--- src/rtl/uart_cmd_ctrl_if.sv ---
// Register-write request bus between the UART command controller and the
// configuration register bank.
//   o_wr_en    : write request, held until accepted
//   o_wr_addr  : register address, stable while o_wr_en=1
//   o_wr_data  : register data, stable while o_wr_en=1
//   i_wr_ready : bank accepts the write when i_wr_ready=1 and o_wr_en=1
interface uart_cmd_ctrl_if;
  logic       o_wr_en;
  logic [7:0] o_wr_addr;
  logic [7:0] o_wr_data;
  logic       i_wr_ready;

  modport master (
    output o_wr_en,
    output o_wr_addr,
    output o_wr_data,
    input  i_wr_ready
  );

  modport slave (
    input  o_wr_en,
    input  o_wr_addr,
    input  o_wr_data,
    output i_wr_ready
  );
endinterface

--- src/rtl/uart_cmd_ctrl.sv ---
// Command-frame controller behind uart_rx. Hunts for HEADER,ADDR,DATA,CHK
// frames (CHK = HEADER^ADDR^DATA), enforces an inter-byte timeout and issues
// one held register write per good frame.
//   clk, rst       : clock, synchronous active-high reset
//   i_rx_data/valid: received byte and its one-cycle strobe
//   wr             : register-write request bus (master side)
//   o_busy         : 1 whenever not hunting for a header
//   o_err_chk      : pulse, checksum mismatch
//   o_err_timeout  : pulse, inter-byte timeout inside a frame
//   o_overrun      : pulse, byte dropped while a write was pending
//   o_frame_count  : completed writes, wrapping
module uart_cmd_ctrl #(
  parameter int unsigned TIMEOUT_CLKS = 104160,
  parameter logic [7:0]  HEADER       = 8'hA5
) (
  input  logic                   clk,
  input  logic                   rst,
  input  logic [7:0]             i_rx_data,
  input  logic                   i_rx_valid,
  uart_cmd_ctrl_if.master        wr,
  output logic                   o_busy,
  output logic                   o_err_chk,
  output logic                   o_err_timeout,
  output logic                   o_overrun,
  output logic [15:0]            o_frame_count
);

  localparam int unsigned CNT_W = (TIMEOUT_CLKS > 1) ? $clog2(TIMEOUT_CLKS) : 1;
  localparam int unsigned CNT_W_FULL = 32;
  localparam logic [CNT_W-1:0] CNT_TERM = CNT_W'(CNT_W_FULL'(TIMEOUT_CLKS - 1));

  typedef enum logic [2:0] {
    S_HUNT,
    S_ADDR,
    S_DATA,
    S_CHK,
    S_WRITE
  } state_t;

  state_t           state_q, state_d;
  logic [CNT_W-1:0] cnt_q, cnt_d;
  logic [7:0]       addr_q, addr_d;
  logic [7:0]       data_q, data_d;
  logic             wr_en_q, wr_en_d;
  logic [7:0]       wr_addr_q, wr_addr_d;
  logic [7:0]       wr_data_q, wr_data_d;
  logic             busy_q, busy_d;
  logic             err_chk_q, err_chk_d;
  logic             err_to_q, err_to_d;
  logic             overrun_q, overrun_d;
  logic [15:0]      frame_count_q, frame_count_d;

  // State and output registers
  always_ff @(posedge clk) begin
    if (rst) begin
      state_q       <= S_HUNT;
      cnt_q         <= '0;
      addr_q        <= '0;
      data_q        <= '0;
      wr_en_q       <= 1'b0;
      wr_addr_q     <= '0;
      wr_data_q     <= '0;
      busy_q        <= 1'b0;
      err_chk_q     <= 1'b0;
      err_to_q      <= 1'b0;
      overrun_q     <= 1'b0;
      frame_count_q <= '0;
    end else begin
      state_q       <= state_d;
      cnt_q         <= cnt_d;
      addr_q        <= addr_d;
      data_q        <= data_d;
      wr_en_q       <= wr_en_d;
      wr_addr_q     <= wr_addr_d;
      wr_data_q     <= wr_data_d;
      busy_q        <= busy_d;
      err_chk_q     <= err_chk_d;
      err_to_q      <= err_to_d;
      overrun_q     <= overrun_d;
      frame_count_q <= frame_count_d;
    end
  end

  // Next-state and next-output logic
  always_comb begin
    state_d       = state_q;
    cnt_d         = cnt_q;
    addr_d        = addr_q;
    data_d        = data_q;
    wr_en_d       = 1'b0;
    wr_addr_d     = wr_addr_q;
    wr_data_d     = wr_data_q;
    err_chk_d     = 1'b0;
    err_to_d      = 1'b0;
    overrun_d     = 1'b0;
    frame_count_d = frame_count_q;

    unique case (state_q)
      S_HUNT: begin
        if (i_rx_valid && (i_rx_data == HEADER)) begin
          state_d = S_ADDR;
          cnt_d   = '0;
        end
      end

      S_ADDR, S_DATA, S_CHK: begin
        // A byte on the terminal-count cycle wins over the timeout.
        if (i_rx_valid) begin
          cnt_d = '0;
          if (state_q == S_ADDR) begin
            addr_d  = i_rx_data;
            state_d = S_DATA;
          end else if (state_q == S_DATA) begin
            data_d  = i_rx_data;
            state_d = S_CHK;
          end else if (i_rx_data == (HEADER ^ addr_q ^ data_q)) begin
            wr_en_d   = 1'b1;
            wr_addr_d = addr_q;
            wr_data_d = data_q;
            state_d   = S_WRITE;
          end else begin
            err_chk_d = 1'b1;
            state_d   = S_HUNT;
          end
        end else if (cnt_q == CNT_TERM) begin
          err_to_d = 1'b1;
          cnt_d    = '0;
          state_d  = S_HUNT;
        end else begin
          cnt_d = cnt_q + CNT_W'(1);
        end
      end

      S_WRITE: begin
        // Any byte seen here is lost, including one in the accept cycle.
        wr_en_d   = 1'b1;
        overrun_d = i_rx_valid;
        if (wr.i_wr_ready) begin
          wr_en_d       = 1'b0;
          frame_count_d = frame_count_q + 16'd1;
          state_d       = S_HUNT;
        end
      end

      default: begin
        state_d = S_HUNT;
        cnt_d   = '0;
      end
    endcase

    busy_d = (state_d != S_HUNT);
  end

  assign wr.o_wr_en    = wr_en_q;
  assign wr.o_wr_addr  = wr_addr_q;
  assign wr.o_wr_data  = wr_data_q;
  assign o_busy        = busy_q;
  assign o_err_chk     = err_chk_q;
  assign o_err_timeout = err_to_q;
  assign o_overrun     = overrun_q;
  assign o_frame_count = frame_count_q;

endmodule
--- src/flat_wrapper.sv ---
// flat-port wrapper written by rule: the top's interface ports become plain ports
module uart_cmd_ctrl_flat 
#(
  parameter int unsigned TIMEOUT_CLKS = 104160,
  parameter logic [7:0]  HEADER       = 8'hA5
)
  (clk, rst, i_rx_data, i_rx_valid, o_busy, o_err_chk, o_err_timeout, o_overrun, o_frame_count, wr_o_wr_en, wr_o_wr_addr, wr_o_wr_data, wr_i_wr_ready);
  uart_cmd_ctrl_if wr_i ();
  input  logic clk;
  input  logic rst;
  input  logic [7:0] i_rx_data;
  input  logic i_rx_valid;
  output logic o_busy;
  output logic o_err_chk;
  output logic o_err_timeout;
  output logic o_overrun;
  output logic [15:0] o_frame_count;
  output wire logic [$bits(wr_i.o_wr_en)-1:0] wr_o_wr_en;
  output wire logic [$bits(wr_i.o_wr_addr)-1:0] wr_o_wr_addr;
  output wire logic [$bits(wr_i.o_wr_data)-1:0] wr_o_wr_data;
  input wire logic [$bits(wr_i.i_wr_ready)-1:0] wr_i_wr_ready;
  assign wr_o_wr_en = wr_i.o_wr_en;
  assign wr_o_wr_addr = wr_i.o_wr_addr;
  assign wr_o_wr_data = wr_i.o_wr_data;
  assign wr_i.i_wr_ready = wr_i_wr_ready;
  uart_cmd_ctrl #(.TIMEOUT_CLKS(TIMEOUT_CLKS), .HEADER(HEADER)) u_core (.clk(clk), .rst(rst), .i_rx_data(i_rx_data), .i_rx_valid(i_rx_valid), .wr(wr_i), .o_busy(o_busy), .o_err_chk(o_err_chk), .o_err_timeout(o_err_timeout), .o_overrun(o_overrun), .o_frame_count(o_frame_count));
endmodule
--- config.mk ---
export PLATFORM = sky130hd
export DESIGN_NAME = uart_cmd_ctrl_flat
export DESIGN_NICKNAME = d
export VERILOG_FILES = /design/src/rtl/uart_cmd_ctrl_if.sv /design/src/rtl/uart_cmd_ctrl.sv /design/src/flat_wrapper.sv
export SDC_FILE = /design/constraint.sdc
export NUM_CORES = 1
export LEC_CHECK = 0
export BUFFER_PORTS_ARGS = -buffer_cell sky130_fd_sc_hd__buf_2
export CORE_MARGIN = 5
export CORE_UTILIZATION = 59
export CTS_BUF_LIST = sky130_fd_sc_hd__clkbuf_4 sky130_fd_sc_hd__clkbuf_8
export DETAILED_ROUTE_END_ITERATION = 8
export GPL_ROUTABILITY_DRIVEN = 0
export PLACE_DENSITY = 0.82
export RECOVER_POWER = 50
export REMOVE_ABC_BUFFERS = 1
export SETUP_SLACK_MARGIN = 0.02
export SLEW_MARGIN = 20
export SYNTH_ARGS = -nofsm -noshare
export SYNTH_HDL_FRONTEND = slang
export SYNTH_SLANG_ARGS = --single-unit
--- constraint.sdc ---
create_clock -name clk -period 2.15 [get_ports clk]
set_input_delay 0.215 -clock clk [delete_from_list [all_inputs] [get_ports clk]]
set_output_delay 0.215 -clock clk [all_outputs]
set_load 0.005 [all_outputs]
* Word-level counts from Yosys, hierarchy flattened
Cells that the tools add are included.
** Word-level totals
- Output and inout bits :: 37
- Input port bits :: 12
- Bits in read-only memories :: 0
- Memories :: 0
- Word-level logic and storage cells :: 61
- Latch bits :: 0
- RAM bits :: 0
- Bits in registers :: 73
** Operators by class
- Add/sub/neg operators :: 2
- Muxes and demuxes :: 20
- Multiply operators :: 0
- Order comparisons :: 0
- Equal/unequal tests :: 8
- Div/mod/pow operators :: 0
- Shifts and indexed selects :: 0
- Reductions and logical operators :: 12
- Bitwise gates (word level) :: 7
** Operators with widths (number)
- 17-bit 2-to-1 mux :: 3
- 17-bit one-hot mux with 3 select lines :: 1
- 3-bit 2-to-1 mux :: 7
- 17-bit by 1-bit adder with 17-bit output, second input constant :: 1
- 17-bit == test, second input constant :: 1
- 16-bit by 1-bit adder with 16-bit output, second input constant :: 1
- 3-bit one-hot mux with 3 select lines :: 1
- 8-bit == test :: 1
- 8-bit == test, second input constant :: 1
- 8-bit XOR :: 1
- 1-bit 2-to-1 mux :: 7
- 3-bit by 2-bit == test with 1-bit output, second input constant :: 2
- 3-bit OR reduction :: 2
- 1-bit NOT :: 5
- 5-bit AND reduction :: 1
- 5-bit OR reduction :: 1
- 4-bit NOT :: 1
- 2-bit AND reduction :: 2
- 4-bit AND reduction :: 1
- 3-bit by 1-bit == test with 1-bit output, second input constant :: 1
- 3-bit == test, second input constant :: 1
- 3-bit zero test :: 1
- 3-bit AND reduction :: 1
- 3-bit nonzero test :: 1
- other kinds (4) :: 4

* Logic depth before layout (Yosys ltp)
Gate-level depths: netlist of run 1.
- Depth after elaboration :: 9
- Mapped depth :: 8
- Depth with buffers taken out :: 6

* Worst setup path after synthesis of run 1
OpenSTA, ideal clock, no wires.
- Path type :: flip-flop to flip-flop
- Start point :: register u_core.cnt_q[5]
- End point :: register u_core.busy_q (netlist: u_core.o_busy)
- Slack :: 0.291 ns
- Period minus slack after synthesis :: 1.859 ns
- Buffers on the path :: 0
- Arrival time :: 1.726 ns
- Library setup time :: 0.133 ns
- Data required time :: 2.017 ns
- Stages on the path, launching flop included :: 6
- Cell sequence :: dfxtp_1 -> or4b_4 -> nor3_2 -> or4b_4 -> a31oi_1 -> a31oi_1
** On the way
- Cells in the longest elaborated chain, start to end :: 5
** Ends and longest elaborated chain
- from (decl) :: RTL line uart_cmd_ctrl.sv:41 : logic [CNT_W-1:0] cnt_q, cnt_d;
- from (signal assigned) :: RTL line uart_cmd_ctrl.sv:70 : cnt_q <= cnt_d;
- 17-bit == test :: RTL line uart_cmd_ctrl.sv:125 : end else if (cnt_q == CNT_TERM) begin
- 3-bit 2-to-1 mux :: RTL line uart_cmd_ctrl.sv:125
- 3-bit 2-to-1 mux :: RTL line uart_cmd_ctrl.sv:108 : if (i_rx_valid) begin
- 3-bit one-hot mux with 3 select lines :: RTL line uart_cmd_ctrl.sv:98 : unique case (state_q)
- 3-bit nonzero test :: RTL line uart_cmd_ctrl.sv:151 : busy_d = (state_d != S_HUNT);
- to (signal assigned) :: RTL line uart_cmd_ctrl.sv:76 : busy_q <= busy_d;
- to (decl) :: RTL line uart_cmd_ctrl.sv:47 : logic busy_q, busy_d;
Every way passes these cells.
A chain may end at the register's enable or synchronous reset.

* Worst setup path in the final report of run 1
Same ends and word-level chain as after synthesis.

==> results of run 1 <==
==> area by class of cell <==
cell class | count | area (µm²)
multi-input cells | 254 | 1790
fillers | 413 | 1560
flip-flops and latches | 73 | 1460
repair buffers | 69 | 367
clock buffers | 10 | 131
well taps | 72 | 90.1
clock inverters | 6 | 82.6
inverters | 6 | 22.5
==> flip-flops by register name (all words and copies together) (netlist names) <==
name,cells
u_core.data_q,8
u_core.o_frame_count,16
u_core.o_busy,1
u_core.state_q,3
u_core.o_err_timeout,1
u_core.wr.o_wr_en,1
u_core.o_overrun,1
u_core.cnt_q,17
u_core.o_err_chk,1
u_core.wr.o_wr_addr,8
u_core.wr.o_wr_data,8
u_core.addr_q,8
==> path summary, 6_finish.rpt <==
check | start | endpoint | slack [ps] | cells past startpoint
hold / removal | i_rx_data[2] | u_core.addr_q[2] | 170 | 3
setup / recovery | u_core.cnt_q[5] | u_core.o_busy | 50 | 5
setup reg to reg | u_core.cnt_q[5] | u_core.o_busy | 50 | 5
hold reg to reg | u_core.wr.o_wr_data[3] | u_core.wr.o_wr_data[3] | 490 | 2
==> cells in the final DEF (no fill, tap or decap), drive strengths merged, types with 7 or more instances in the layout <==
cell	synthesis	final
a21oi	15	15
buf	8	51
clkbuf	13	28
dfxtp	73	73
mux2i	33	33
nand2	18	18
nand3	11	11
nand4	9	9
nor2	64	64
nor3	18	18
o21ai	9	9
xor2	7	7
==> critical path: cells and delay by family (launching register included) <==
family | cells | cell delay, ps
AOI/OAI and AO/OA | 2 | 420
DFF | 1 | 350
and+or+nand+nor | 3 | 1180
==> cells in the mapped netlist, types with 5 or more instances <==
cell type,number
a21oi_1,15
a311oi_1,6
buf_2,6
clkbuf_1,13
dfxtp_1,73
inv_1,6
mux2i_1,33
nand2_1,17
nand2b_1,5
nand3_1,11
nand4_1,7
nand4b_1,5
nor2_1,64
nor3_1,16
o21ai_0,8
xnor2_1,6
xor2_1,7
==> stage by stage <==
stage                     std cells  hold WS (ps)   util
after global placement          469           466  0.675
after floorplan                 333           284      -
after global routing            490           177  0.717
final                           490           167  0.717
after detailed placement        469           477  0.675
after CTS                       485           165  0.714
==> repair_timing <==
| action | in CTS | in global routing |
|---|---|---|
| buffers inserted | 0 | 5 |
| endpoints found under the setup margin | 8 | 6 |
| resized for setup | 1 | 6 |
| pin swaps | 1 | 2 |
==> logic make-up after synthesis <==
kind of cell             after synthesis  synth area share
AO/OA/AOI/OAI                         46            0.0908
multiplexers                          33            0.0983
adder cells (fa/ha/maj)                2           0.00744
buffers and inverters                 27            0.0368
XOR/XNOR                              21            0.0889
flip-flops                            73             0.435
AND/OR/NAND/NOR                      152             0.243
==> power by group through the flow <==
stage          logic [mW]  registers [mW]  clock network [mW]
2_1_floorplan      0.0204            1.38                   0
3_3_place_gp       0.0648            1.38                   0
3_5_place_dp       0.0663            1.38                   0
4_1_cts            0.0667            1.35                1.17
5_1_grt            0.0734            1.35                1.23
6_report           0.0670            1.35                1.16
==> per-layer routing <==
metal / GRT usage / share of wire / vias up
li1: - / - / 1386
met1: 0.264 / 0.44 / 1349
met2: 0.337 / 0.48 / 82
met3: 0.0553 / 0.057 / 13
met4: 0.0806 / 0.016 / 0
met5: 0 / 0 / -
==> results.json, run 1 <==
{
  "yosys_most_used_dff": "dfxtp_1",
  "start_util": 0.611,
  "relSlewSlack": 0.457,
  "yosysUniqueCellTypes": 45,
  "path_cells": "or4b_4 -> nor3_2 -> or4b_4 -> a31oi_2 -> a31oi_1",
  "clockBufferDepth": 2,
  "synth.area.top_cells": "dfxtp_1 (43%), mux2i_1 (9.8%), nor2_1 (7.1%)",
  "num_rows": 27,
  "routed_wl_mm": 7.59,
  "drive_gt1_frac": 0.199,
  "switching_share": 0.210,
  "pwr_density_cell_nw_per_um2": 652,
  "p_int_mw": 2.03,
  "via_count": 2830,
  "clock-sinks": 73,
  "pin_count": 49,
  "syn_area_per_cell_um2": 9.50,
  "clockPowerShare": 0.449,
  "drtIter0Drc": 130,
  "stdcell_area_um2": 3950,
  "yosys.area.top_type_share": 0.435,
  "clock_latency_ps": 350,
  "ant_nets": 0,
  "fp.coreArea_um2": 5510,
  "worst_pin_slew_ps": 808,
  "yosys_warnings": 0,
  "die_area_um2": 7310,
  "finalHoldViolations": 0,
  "root_buffer": "clkbuf_8",
  "hold_class": "in -> reg",
  "drtPass1Iterations": 4,
  "portBuffers": 48,
  "finalSetupViolCount": 0,
  "cts_tree": "built",
  "ir_drop_uv": 418,
  "postCtsHoldBufs": 0,
  "status": "complete, no violations",
  "critPathMaxFanout": 5,
  "layout_min_cycle_time_ps": 2100,
  "syn_area_um2": 3360,
  "finalNetCount": 427,
  "slew_violations": 0,
  "place_area_um2": 3720,
  "p_comb_frac": 0.026,
  "leakage_nw": 1.45,
  "die-width_um": 85.5,
  "htree_levels": 3,
  "share_seq_of_total_power": 0.525,
  "grt_use_total": 0.208,
  "grt_max_degree": 34,
  "crit_top_cell": "or4b_4",
  "syn_inst": 354,
  "drc": 0,
  "cts_buffers": 9,
  "p_switching_mw": 0.541,
  "ys_seq_area_frac": 0.435,
  "viasPerCell": 5.78,
  "area_growth_syn_to_layout_pct": 17.5,
  "overflow": 0,
  "post-dp-hpwl_mm": 5.13,
  "fin_tns_setup_ps": 0,
  "max_cap_violations": 0,
  "layout_setup_ws_ps": 51.8,
  "power_mw": 2.57,
  "crit_slowest_cell": "or4b_4",
  "synth_top_cell_by_area": "dfxtp_1",
  "cpPeakStageDelay_ps": 560,
  "skew_ps": 7.28,
  "die_h_um": 85.5,
  "grt_pass1_vias": 2730,
  "async_reset_ff_frac": 0,
  "crit_required_ps": 2340,
  "cp-end-kind": "register",
  "path_clk_slew_ps": 70,
  "synth-edff-count": 0,
  "max_freq_ghz": 0.477,
  "ys_ff_latch": 73,
  "routedWlPerCell_um": 15.5,
  "min_period_over_period": 0.976,
  "path_class": "reg -> reg",
  "dp_slack_ps": -128,
  "antenna_found_initial": 0,
  "worstSetupStartpointType": "register",
  "arrival_ps": 2290,
  "diodes": 0,
  "grt_pass1_wl_mm": 12.4
}
(Power assumes the default switching activity.)
==> run 2, diff against run 1 <==
--- a/config.mk
+++ b/config.mk
@@ -12,7 +12,6 @@
 export DETAILED_ROUTE_END_ITERATION = 8
 export GPL_ROUTABILITY_DRIVEN = 0
 export PLACE_DENSITY = 0.82
-export RECOVER_POWER = 50
 export REMOVE_ABC_BUFFERS = 1
 export SETUP_SLACK_MARGIN = 0.02
 export SLEW_MARGIN = 20
==> run 2 against run 1 <==
Net effect: critical path depth unchanged; count of clock-buffer cells in the layout unchanged; sequential power is essentially flat; final area increased by 1.1%; largest cell class unchanged; critical path type unchanged; fmax is essentially flat; sequential share of layout area shrank 0.39 points; total power up 0.18%.
==> results.json, run 2 (synthesis gave the netlist of run 1 again) <==
{
  "status": "complete, no violations",
  "routed_wl_mm": 7.55,
  "fill_cells": 398,
  "post-dp-hpwl_mm": 5.13,
  "drtIter0Drc": 146,
  "max_flop_register": "u_core.cnt_q",
  "area_growth_syn_to_layout_pct": 18.8,
  "p_int_mw": 2.03,
  "diodes": 0,
  "p_switching_mw": 0.546,
  "fp.coreArea_um2": 5510,
  "path_clk_slew_ps": 80,
  "grt_pass1_vias": 2730,
  "largest_reg_flops": 17,
  "leakage_nw": 1.53,
  "clockPowerShare": 0.450,
  "crit_required_ps": 2340,
  "drtPass1Iterations": 4,
  "viasPerCell": 5.76,
  "grt_use_total": 0.208,
  "arrival_ps": 2290,
  "htree_levels": 3,
  "layout_setup_ws_ps": 51.3,
  "power_mw": 2.58,
  "clock_latency_ps": 350,
  "hold_class": "in -> reg",
  "worstSetupStartpointType": "register",
  "max_freq_ghz": 0.476,
  "layout_min_cycle_time_ps": 2100,
  "overflow": 0,
  "postCtsHoldBufs": 0,
  "die-width_um": 85.5,
  "final_util": 0.725,
  "fin_tns_setup_ps": 0,
  "routedWlPerCell_um": 15.4,
  "ir_drop_uv": 419,
  "finalNetCount": 427,
  "root_buffer": "clkbuf_8",
  "instances_no_fill": 490,
  "ant_nets": 0,
  "p_comb_frac": 0.026,
  "pin_count": 49,
  "place_inst": 469,
  "cts_buffers": 9,
  "min_period_over_period": 0.976,
  "num_rows": 27,
  "holdPathStages": 3,
  "reg2regPathDepth": 5,
  "drive_gt1_frac": 0.244,
  "clockBufferDepth": 2,
  "die_h_um": 85.5,
  "finalSetupViolCount": 0,
  "slew_violations": 0,
  "cts_tree": "built",
  "fin_hold_ws_ps": 166,
  "clock-sinks": 73,
  "switching_share": 0.212,
  "antenna_found_initial": 0,
  "critPathMaxFanout": 5,
  "start_util": 0.611,
  "portBuffers": 48,
  "stdcell_area_um2": 3990,
  "path_class": "reg -> reg",
  "grt_max_degree": 34,
  "worst_pin_slew_ps": 783,
  "cp-end-kind": "register",
  "final_common_cell": "dfxtp_1",
  "skew_ps": 7.17,
  "via_count": 2821,
  "dp_slack_ps": -128,
  "max_cap_violations": 0,
  "share_seq_of_total_power": 0.524,
  "die_area_um2": 7310,
  "drc": 0,
  "relSlewSlack": 0.474,
  "pwr_density_cell_nw_per_um2": 646,
  "grt_pass1_wl_mm": 12.4,
  "finalHoldViolations": 0,
  "place_area_um2": 3720,
  "most-common-layout-cells": "dfxtp_1 (71), nor2_1 (63), buf_2 (48)"
}
[run 2: cell types whose count changed in the layout (fill, tap and decap cells not counted), sizes merged]
cell,previous run,this run
buf,51,69
clkbuf,28,10
[run 2: layer usage]
layer,share of wire,GRT usage,vias to the layer above
met4,0.016,0.0806,0
met2,0.49,0.337,85
met3,0.058,0.0553,12
met1,0.44,0.264,1340
met5,0,0,-
li1,-,-,1384
[run 2: final timing paths]
check / from / to / slack [ps]
max: u_core.cnt_q[5] / u_core.o_busy / 50
min: i_rx_data[2] / u_core.addr_q[2] / 170
max reg2reg: u_core.cnt_q[5] / u_core.o_busy / 50
min reg2reg: u_core.wr.o_wr_data[0] / u_core.wr.o_wr_data[0] / 490
[run 2: repair_timing]
item / CTS / global route
gates resized for setup: 1 / 6
endpoints found under the setup margin: 8 / 6
setup buffers: 0 / 5
pin swaps: 1 / 2
[run 2: power by group through the flow]
| stage | clock network, mW | logic, mW | registers, mW |
|---|---|---|---|
| after floorplan | 0 | 0.0204 | 1.38 |
| after global placement | 0 | 0.0648 | 1.38 |
| after detailed placement | 0 | 0.0663 | 1.38 |
| after CTS | 1.17 | 0.0667 | 1.35 |
| after global routing | 1.23 | 0.0736 | 1.35 |
| final | 1.16 | 0.0674 | 1.35 |
[run 2: cell type report]
| class | count | area [µm²] | area share |
|---|---|---|---|
| clock buffers | 10 | 131 | 0.0329 |
| repair buffers | 69 | 398 | 0.0997 |
| well taps | 72 | 90.1 | 0.0226 |
| flip-flops and latches | 73 | 1460 | 0.367 |
| inverters | 6 | 22.5 | 0.00564 |
| multi-input cells | 254 | 1800 | 0.452 |
| clock inverters | 6 | 82.6 | 0.0207 |
[run 2: worst max-delay path: stages, from the launching register on]
cell and delay, ps:
dfxtp_1 350, or4b_4 560, nor3_2 110, or4b_4 510, a31oi_2 250, a31oi_1 170
